==> src/rtl/i2c_rx_frontend.sv <==
// Passive I2C receive front end: per-line sync + deglitch, START/STOP detection, byte/ACK deserialiser.
// Optional SCL-low timeout built only when I2C_RX_FRONTEND_TIMEOUT_EN is defined.

module i2c_rx_line_filter #(
    parameter int SYNC_STAGES   = 2,
    parameter int GLITCH_CYCLES = 3
) (
    input  logic clk,
    input  logic reset,
    input  logic raw,
    output logic filt
);
    localparam int CW = (GLITCH_CYCLES > 1) ? $clog2(GLITCH_CYCLES) : 1;

    logic [SYNC_STAGES-1:0] sync;
    logic [CW-1:0]          cnt;
    logic                   s;

    assign s = sync[SYNC_STAGES-1];

    // filt only follows s after GLITCH_CYCLES consecutive differing samples
    always_ff @(posedge clk or negedge reset) begin
        if (!reset) begin
            sync <= '1;
            filt <= 1'b1;
            cnt  <= '0;
        end else begin
            sync <= {sync[SYNC_STAGES-2:0], raw};
            if (s == filt) begin
                cnt <= '0;
            end else if (cnt == CW'(GLITCH_CYCLES - 1)) begin
                filt <= s;
                cnt  <= '0;
            end else begin
                cnt <= cnt + 1'b1;
            end
        end
    end
endmodule

module i2c_rx_frontend #(
    parameter logic [6:0] VIRTUAL_ADDR   = 7'h5A,
    parameter int         SYNC_STAGES    = 2,
    parameter int         GLITCH_CYCLES  = 3,
    parameter int         TIMEOUT_CYCLES = 1_250_000
) (
    input  logic       clk,
    input  logic       reset,
    input  logic       scl_in,
    input  logic       sda_in,
    output logic       start_o,
    output logic       stop_o,
    output logic       busy_o,
    output logic       byte_valid_o,
    output logic [7:0] byte_data_o,
    output logic       byte_is_addr_o,
    output logic       rw_o,
    output logic       addr_match_o,
    output logic       ack_valid_o,
    output logic       nack_o,
    output logic       timeout_o
);
    localparam int NUM_LANES = 2;  // lane 0 = SCL, lane 1 = SDA

    typedef enum logic [1:0] {IDLE, ADDR, DATA, ACK} state_t;

    logic [NUM_LANES-1:0] raw, filt, filt_q;
    logic                 scl_f, sda_f, scl_q, sda_q;
    logic                 start_det, stop_det, scl_rise, tmo_hit;
    state_t               state;
    logic [3:0]           bit_cnt;
    logic [6:0]           shreg;

    assign raw = {sda_in, scl_in};

    for (genvar l = 0; l < NUM_LANES; l++) begin : g_lane
        i2c_rx_line_filter #(
            .SYNC_STAGES  (SYNC_STAGES),
            .GLITCH_CYCLES(GLITCH_CYCLES)
        ) u_filt (
            .clk  (clk),
            .reset(reset),
            .raw  (raw[l]),
            .filt (filt[l])
        );
    end

    always_ff @(posedge clk or negedge reset) begin
        if (!reset) filt_q <= '1;
        else        filt_q <= filt;
    end

    assign scl_f = filt[0];
    assign sda_f = filt[1];
    assign scl_q = filt_q[0];
    assign sda_q = filt_q[1];

    // SCL must be high on both sides of the SDA edge for a bus condition
    assign start_det = scl_f & scl_q & sda_q & ~sda_f;
    assign stop_det  = scl_f & scl_q & ~sda_q & sda_f;
    assign scl_rise  = scl_f & ~scl_q;

`ifdef I2C_RX_FRONTEND_TIMEOUT_EN
    localparam int TW = $clog2(TIMEOUT_CYCLES + 1);
    logic [TW-1:0] tmo_cnt;

    assign tmo_hit = busy_o & ~scl_f & (tmo_cnt == TW'(TIMEOUT_CYCLES - 1));

    always_ff @(posedge clk or negedge reset) begin
        if (!reset)                tmo_cnt <= '0;
        else if (!busy_o || scl_f) tmo_cnt <= '0;
        else if (!tmo_hit)         tmo_cnt <= tmo_cnt + 1'b1;
    end
`else
    logic unused_tmo;
    assign unused_tmo = (TIMEOUT_CYCLES == 0);
    assign tmo_hit    = 1'b0;
`endif

    always_ff @(posedge clk or negedge reset) begin
        if (!reset) begin
            state          <= IDLE;
            bit_cnt        <= '0;
            shreg          <= '0;
            start_o        <= 1'b0;
            stop_o         <= 1'b0;
            busy_o         <= 1'b0;
            byte_valid_o   <= 1'b0;
            byte_data_o    <= '0;
            byte_is_addr_o <= 1'b0;
            rw_o           <= 1'b0;
            addr_match_o   <= 1'b0;
            ack_valid_o    <= 1'b0;
            nack_o         <= 1'b0;
            timeout_o      <= 1'b0;
        end else begin
            start_o      <= 1'b0;
            stop_o       <= 1'b0;
            byte_valid_o <= 1'b0;
            ack_valid_o  <= 1'b0;
            timeout_o    <= 1'b0;
            if (start_det) begin
                state        <= ADDR;
                bit_cnt      <= '0;
                addr_match_o <= 1'b0;
                busy_o       <= 1'b1;
                start_o      <= 1'b1;
            end else if (stop_det) begin
                state        <= IDLE;
                bit_cnt      <= '0;
                addr_match_o <= 1'b0;
                busy_o       <= 1'b0;
                stop_o       <= 1'b1;
            end else if (tmo_hit) begin
                state        <= IDLE;
                bit_cnt      <= '0;
                addr_match_o <= 1'b0;
                busy_o       <= 1'b0;
                timeout_o    <= 1'b1;
            end else if (scl_rise) begin
                case (state)
                    ADDR, DATA: begin
                        shreg <= {shreg[5:0], sda_f};
                        if (bit_cnt == 4'd7) begin
                            byte_valid_o   <= 1'b1;
                            byte_data_o    <= {shreg, sda_f};
                            byte_is_addr_o <= (state == ADDR);
                            if (state == ADDR) begin
                                rw_o         <= sda_f;
                                addr_match_o <= (shreg == VIRTUAL_ADDR);
                            end
                            bit_cnt <= 4'd8;
                            state   <= ACK;
                        end else begin
                            bit_cnt <= bit_cnt + 1'b1;
                        end
                    end
                    ACK: begin
                        ack_valid_o <= 1'b1;
                        nack_o      <= sda_f;
                        bit_cnt     <= '0;
                        state       <= DATA;
                    end
                    default: ;
                endcase
            end
        end
    end
endmodule

==> config.mk <==
export PLATFORM = sky130hd
export DESIGN_NAME = i2c_rx_frontend
export DESIGN_NICKNAME = d
export VERILOG_FILES = /design/src/rtl/i2c_rx_frontend.sv
export SDC_FILE = /design/constraint.sdc
export NUM_CORES = 1
export LEC_CHECK = 0
export ABC_AREA = 1
export BUFFER_PORTS_ARGS = -buffer_cell sky130_fd_sc_hd__buf_2
export CORE_UTILIZATION = 51
export DETAILED_ROUTE_END_ITERATION = 6
export GPL_ROUTABILITY_DRIVEN = 0
export HOLD_SLACK_MARGIN = 0.06
export PLACE_DENSITY = 0.74
export SLEW_MARGIN = 20
export SYNTH_ARGS = -nofsm -noshare
export SYNTH_HDL_FRONTEND = slang
export SYNTH_SLANG_ARGS = --single-unit
==> constraint.sdc <==
create_clock -name clk -period 1.4 [get_ports clk]
set_input_delay 0.07 -clock clk [delete_from_list [all_inputs] [get_ports clk]]
set_output_delay 0.07 -clock clk [all_outputs]
set_load 0.02 [all_outputs]
* Yosys cells after proc, flatten, opt, wreduce, memory -nomap -nowiden
Cells that the tools add are included.
** Cells by class
- $add $sub $neg :: 3
- Eq/ne operators :: 10
- Muxes and demuxes :: 34
- Bitwise operators :: 13
- Reduce and logical (&&, ||, !) cells :: 16
** Operator list (number)
- $mux W1 :: 20
- $mux W2 :: 8
- $mux W4 :: 4
- $reduce_and A4 Y1 :: 3
- $reduce_bool A3 Y1 :: 4
- $eq A2 B2 Y1 const B :: 4
- $pmux W4 S2 :: 1
- $eq A7 B7 Y1 const B :: 1
- $not A1 Y1 :: 7
- $and A1 B1 Y1 :: 6
- $reduce_and A2 Y1 :: 3
- $reduce_and A6 Y1 :: 1
- $reduce_and A5 Y1 :: 1
- $add A2 B1 Y2 const B :: 2
- $add A4 B1 Y4 const B :: 1
- $eq A4 B3 Y1 const B :: 1
- $ne A4 B4 Y1 const B :: 1
- $pmux W2 S2 :: 1
- $reduce_bool A4 Y1 :: 1
- $reduce_and A3 Y1 :: 1
- $eq A1 B1 Y1 :: 2
- $eq A2 B1 Y1 const B :: 1
- $reduce_bool A2 Y1 :: 1
- $reduce_or A2 Y1 :: 1
** Word-level totals
- Bits in registers :: 42
- Input port bits :: 4
- Output and inout port bits :: 18
- Word-level logic and storage cells :: 96

* Longest topological paths before layout
- Depth after elaboration :: 7
- Gate-level depth with buffers :: 8
- Mapped depth without buffers :: 8

* Modules after synthesis
From an unflattened synthesis, not the netlist that was laid out.
** Second synthesis, totals
- Cell total of the unflattened synthesis :: 198
- Area total of the unflattened synthesis :: 1846.8 um^2
** Modules (own cells, without submodules)
- i2c_rx_frontend :: instances 1, cells an instance 156, area each 1466.4 um^2, sequential area each 803.3 um^2
- i2c_rx_line_filter :: instances 2, cells an instance 21, area each 190.2 um^2, sequential area each 128.9 um^2

* Worst setup path after synthesis
OpenSTA, ideal clock, no wires.
- Path type :: reg-to-reg
- From :: register state[0]
- To :: register byte_data_o[7]
- Setup time :: 0.117 ns
- Data arrival time :: 1.247 ns
- Required time :: 1.283 ns
- Slack :: 0.036 ns
- Stages on the path, launching flop included :: 9
- Buffers on the path :: 1
- Period minus slack after synthesis :: 1.364 ns
- Cell sequence :: dfrtp_1 inv_1 ha_1 inv_1 nor2_8 nand2_4 buf_6 nand2_2 o21ai_2
** On the way
- Longest elaborated chain between the ends :: 3
- Elaborated cells between the ends (all ways) :: 4
- Classes of those cells :: eq/ne: 2; reduce/logical: 2
** Ends and longest elaborated chain
- from (decl) :: line 70 : state_t state;
- from (signal assigned) :: line 122 : state <= IDLE;
- from (signal assigned) :: line 143 : state <= ADDR;
- from (signal assigned) :: line 149 : state <= IDLE;
- $eq A2 B1 Y1 / $eq A2 B2 Y1 (equally long branches) :: line 161 : case (state)
- $reduce_or A2 Y1 (*) :: line 161
- $reduce_and A5 Y1 (no line) (*)
- to (signal assigned) :: line 166 : byte_data_o <= {shreg, sda_f};
- to (decl) :: line 55 : output logic [7:0] byte_data_o,
Every way passes the cells marked *; elsewhere a longest branch is shown, timed or not.
A chain may end at the register's enable or synchronous reset.

* Worst setup path in the final report
- From :: register g_lane[0].u_filt.filt
- To :: register bit_cnt[0]
** On the way
- Longest elaborated chain between the ends :: 5
- Elaborated cells between the ends (all ways) :: 11
- Classes of those cells :: mux: 2; bitwise: 6; reduce/logical: 3
** Ends and longest elaborated chain
- from (decl) :: line 11 : output logic filt
- from (signal assigned) :: line 32 : filt <= s;
- $and A1 B1 Y1 :: line 99, 100
- $and A1 B1 Y1, on equally long branches (2 in series) :: line 99, 100
- $reduce_bool A4 Y1 (no line), or another cell as far along
- $reduce_and A2 Y1 (no line) / $mux W4 (equally long branches)
- to (signal assigned) :: line 175 : bit_cnt <= bit_cnt + 1'b1;
- to (decl) :: line 71 : logic [3:0] bit_cnt;
Several ways; a longest one is shown, not always the timed one.

==> metrics.md <==
| Metric | Value |
|---|---|
| Register area share after synthesis | 59.7% |
| Mapped Area | 0.00178 mm² |
| Synth area leader | dfrtp_1 |
| Drt wl/cell | 11.7 µm |
| Die height | 61.0 µm |
| DIE AREA | 0.00372 mm² |
| Worst Clk Skew | 10.9 ps |
| Avg Cell Area, Syn | 9.76 µm² |
| Number of synthesized flops with an enable pin | 0 |
| Number of fill cells in the layout | 290 |
| Largest stage delay on the critical path | 600 ps |
| Htree depth | 2 |
| Initial antenna violation count | 0 |
| PnR worst setup slack | 101 ps |
| Placed Area | 0.00198 mm² |
| Most frequent cell after synthesis | nand2_1 |
| Core Box Area | 0.00334 mm² |
| Synth-to-layout area growth | 18.2% |
| Die X | 61.0 µm |
| Root buffer cell | clkbuf_4 |
| R2r setup slk | 100 ps |
| Remaining global-route overflow | 0 |
| Worst Path Max Fanout | 4 |
| Worst Setup End Kind | flop |
| Yosys reg bits | 42 |
| Critical path endpoint | bit_cnt[0] |
| Status | finished, final reports clean |
| Element type at the critical path start | flop |
| Dpl cells | 253 |
| Fraction of layout cells with a size suffix above 1 | 28.0% |
| Hold Fails Final Rpt | 0 |
| Crit Path Class | reg -> reg |
| Synth top area share | 47.9% |
| Worst-Skew Late Latency | 360 ps |
| Worst flop-to-flop path startpoint | g_lane[0].u_filt.filt |
| Number of I/O pins | 22 |
| First drt pass iteration count | 4 |
| Number of DRC markers in iteration 0 | 18 |
| Final period utilization | 92.8% |
| Avg Vias per Cell | 4.96 |
| CP most frequent cell | nand2_1 |
| Number of global-route vias before repair | 1225 |
| Worst VDD drop | 0.00101 V |
| Reg2reg end | bit_cnt[0] |
| Number of buffers created by CTS | 5 |
| Hold/Removal Path Class | in -> async |
| First-pass GRT wire length | 4930 µm |
| CTS tree | done |
| Fmax | 770 MHz |
| Initial Util | 53.2% |
| Routed vias | 1309 |
| Most frequent cells after synthesis | 50 x nand2_1, 34 x dfrtp_1, 25 x inv_1 |
| # port buffers | 20 |
| CP required | 1650 ps |
| Overall Power | 3.84 mW |
| FFs w/ async S/R, synth | 100% |
| GRT Resource Usage Total | 18.8% |
| Synth Net Count | 190 |
| Gate Count Post-Synth | 182 |
| Dpl ws | -9.76 ps |
| Drt drc | 0 |
| Pwr Density | 1830 mW/mm² |
| Nets | 225 |
| Max-cap violations | 0 |
| Max Root-Sink Buffers | 2 |
| Worst reg-to-reg path cell count | 7 |
| Pins over their slew limit | 0 |
| Synth warn | 0 |
| Hpwl dp | 2220 µm |
| Design area | 0.00210 mm² |
| Crit path DAT | 1550 ps |
| N_diodes | 0 |
| Post-CTS setup buffers | 0 |
| Slowest-stage cell, CP | dfstp_2 |
| Count of different cell masters after synthesis | 25 |
| CP Launch Point | g_lane[0].u_filt.filt |
| Synth area leaders | dfrtp_1 48%, dfstp_2 12%, nand2_1 11%, inv_1 5.3%, o21ai_2 3.9% |
| Min Tclk post-route | 1300 ps |
| Antenna Nets Post-Route | 0 |
| Top FF cell, synth | dfrtp_1 |
| # clock sinks | 42 |
| Non-Filler Instances | 264 |
| Setup violators final | 0 |
| Largest net degree at the start of global routing | 23 |
| FP Rows | 21 |
| WL final | 3080 µm |
| Reg clk slew, reported paths | 110 ps |
| Worst path cell trace | nand2_1, inv_1, nand2_1, nand2_2, nor2_1, nand3_1, nand2_1 |
| Leak Pwr | 1.11 nW |
[flip-flops by register name, indices dropped and copies added, names as in the netlist]
name / flops
byte_data_o: 8
shreg: 7
bit_cnt: 4
g_lane.u_filt.cnt: 4
g_lane.u_filt.sync: 4
filt_q: 2
g_lane.u_filt.filt: 2
state: 2
ack_valid_o: 1
addr_match_o: 1
busy_o: 1
byte_is_addr_o: 1
byte_valid_o: 1
nack_o: 1
rw_o: 1
start_o: 1
stop_o: 1
[placed cells by master (no fill, tap or decap), drive strengths merged]
cell,count
nand2,53
dfrtp,34
buf,28
inv,25
o21ai,17
nor2,16
dfstp,8
clkbuf,8
nor3,6
nand3,5
ha,4
nand4,3
dlygate4sd3,3
xnor2,2
a21oi,2
mux2i,1
o21bai,1
o21a,1
conb,1
[report_power, final]
part	switching (mW)	total (mW)	internal [mW]
registers	0.238	1.82	1.58
logic	0.891	1.46	0.570
clock network	0.364	0.564	0.200
[cells by family (layout without fill, tap and decap cells)]
group,count (synthesis),count (layout),share of synthesized area (%)
and+or+nand+nor,83,83,21.2
DFF,42,42,59.7
buffers and inverters,28,64,6.62
AOI/OAI and AO/OA,21,21,7.89
adders and majority gates,4,4,2.82
xor gates and xnor gates,2,2,0.986
other,1,1,0.211
muxes,1,1,0.563
[worst min-delay path by stage]
stage                     start                       to  cells after the start
after floorplan           reset              ack_valid_o                      0
after global placement    reset  g_lane[0].u_filt.cnt[0]                      1
after detailed placement  reset  g_lane[0].u_filt.cnt[1]                      1
after CTS                 reset                 state[1]                      2
after global routing      reset  g_lane[0].u_filt.cnt[1]                      2
final                     reset  g_lane[0].u_filt.cnt[1]                      2
[through the flow]
step	utilization, %	TNS, ps	hold slack (ps)
after floorplan	-	0	-226
after global placement	59.4	0	47.9
after detailed placement	59.4	-15.3	61.0
after CTS	62.1	0	201
after global routing	63.0	-5.74	275
final	63.0	0	194
[worst max-delay path: cells and delay by family (launching register included)]
family / cells / cell delay, ps
AND/OR/NAND/NOR: 6 / 510
flip-flops: 1 / 600
buffers and inverters: 1 / 80
[what timing repair did]
action	CTS	global route
pin swaps	0	1
endpoints found under the setup margin	7	16
gates cloned	0	0
hold buffers	3	0
endpoints found under the hold margin	38	0
gates resized for setup	2	9
[cell type report]
cell class	count	area, µm²	area share (%)
flip-flops and latches	42	1060	50.5
clock buffers	8	48.8	2.32
repair buffers	31	210	10.0
well taps	46	57.6	2.74
inverters	25	93.8	4.47
multi-input cells	112	629	30.0
[metal layers]
metal	vias to the layer above	global-route usage [%]	routed length (µm)
li1	639	-	-
met1	639	21.0	1330
met2	23	31.7	1550
met3	8	4.62	114
met4	0	13.0	91
met5	-	0	0
(Power assumes the default switching activity.)
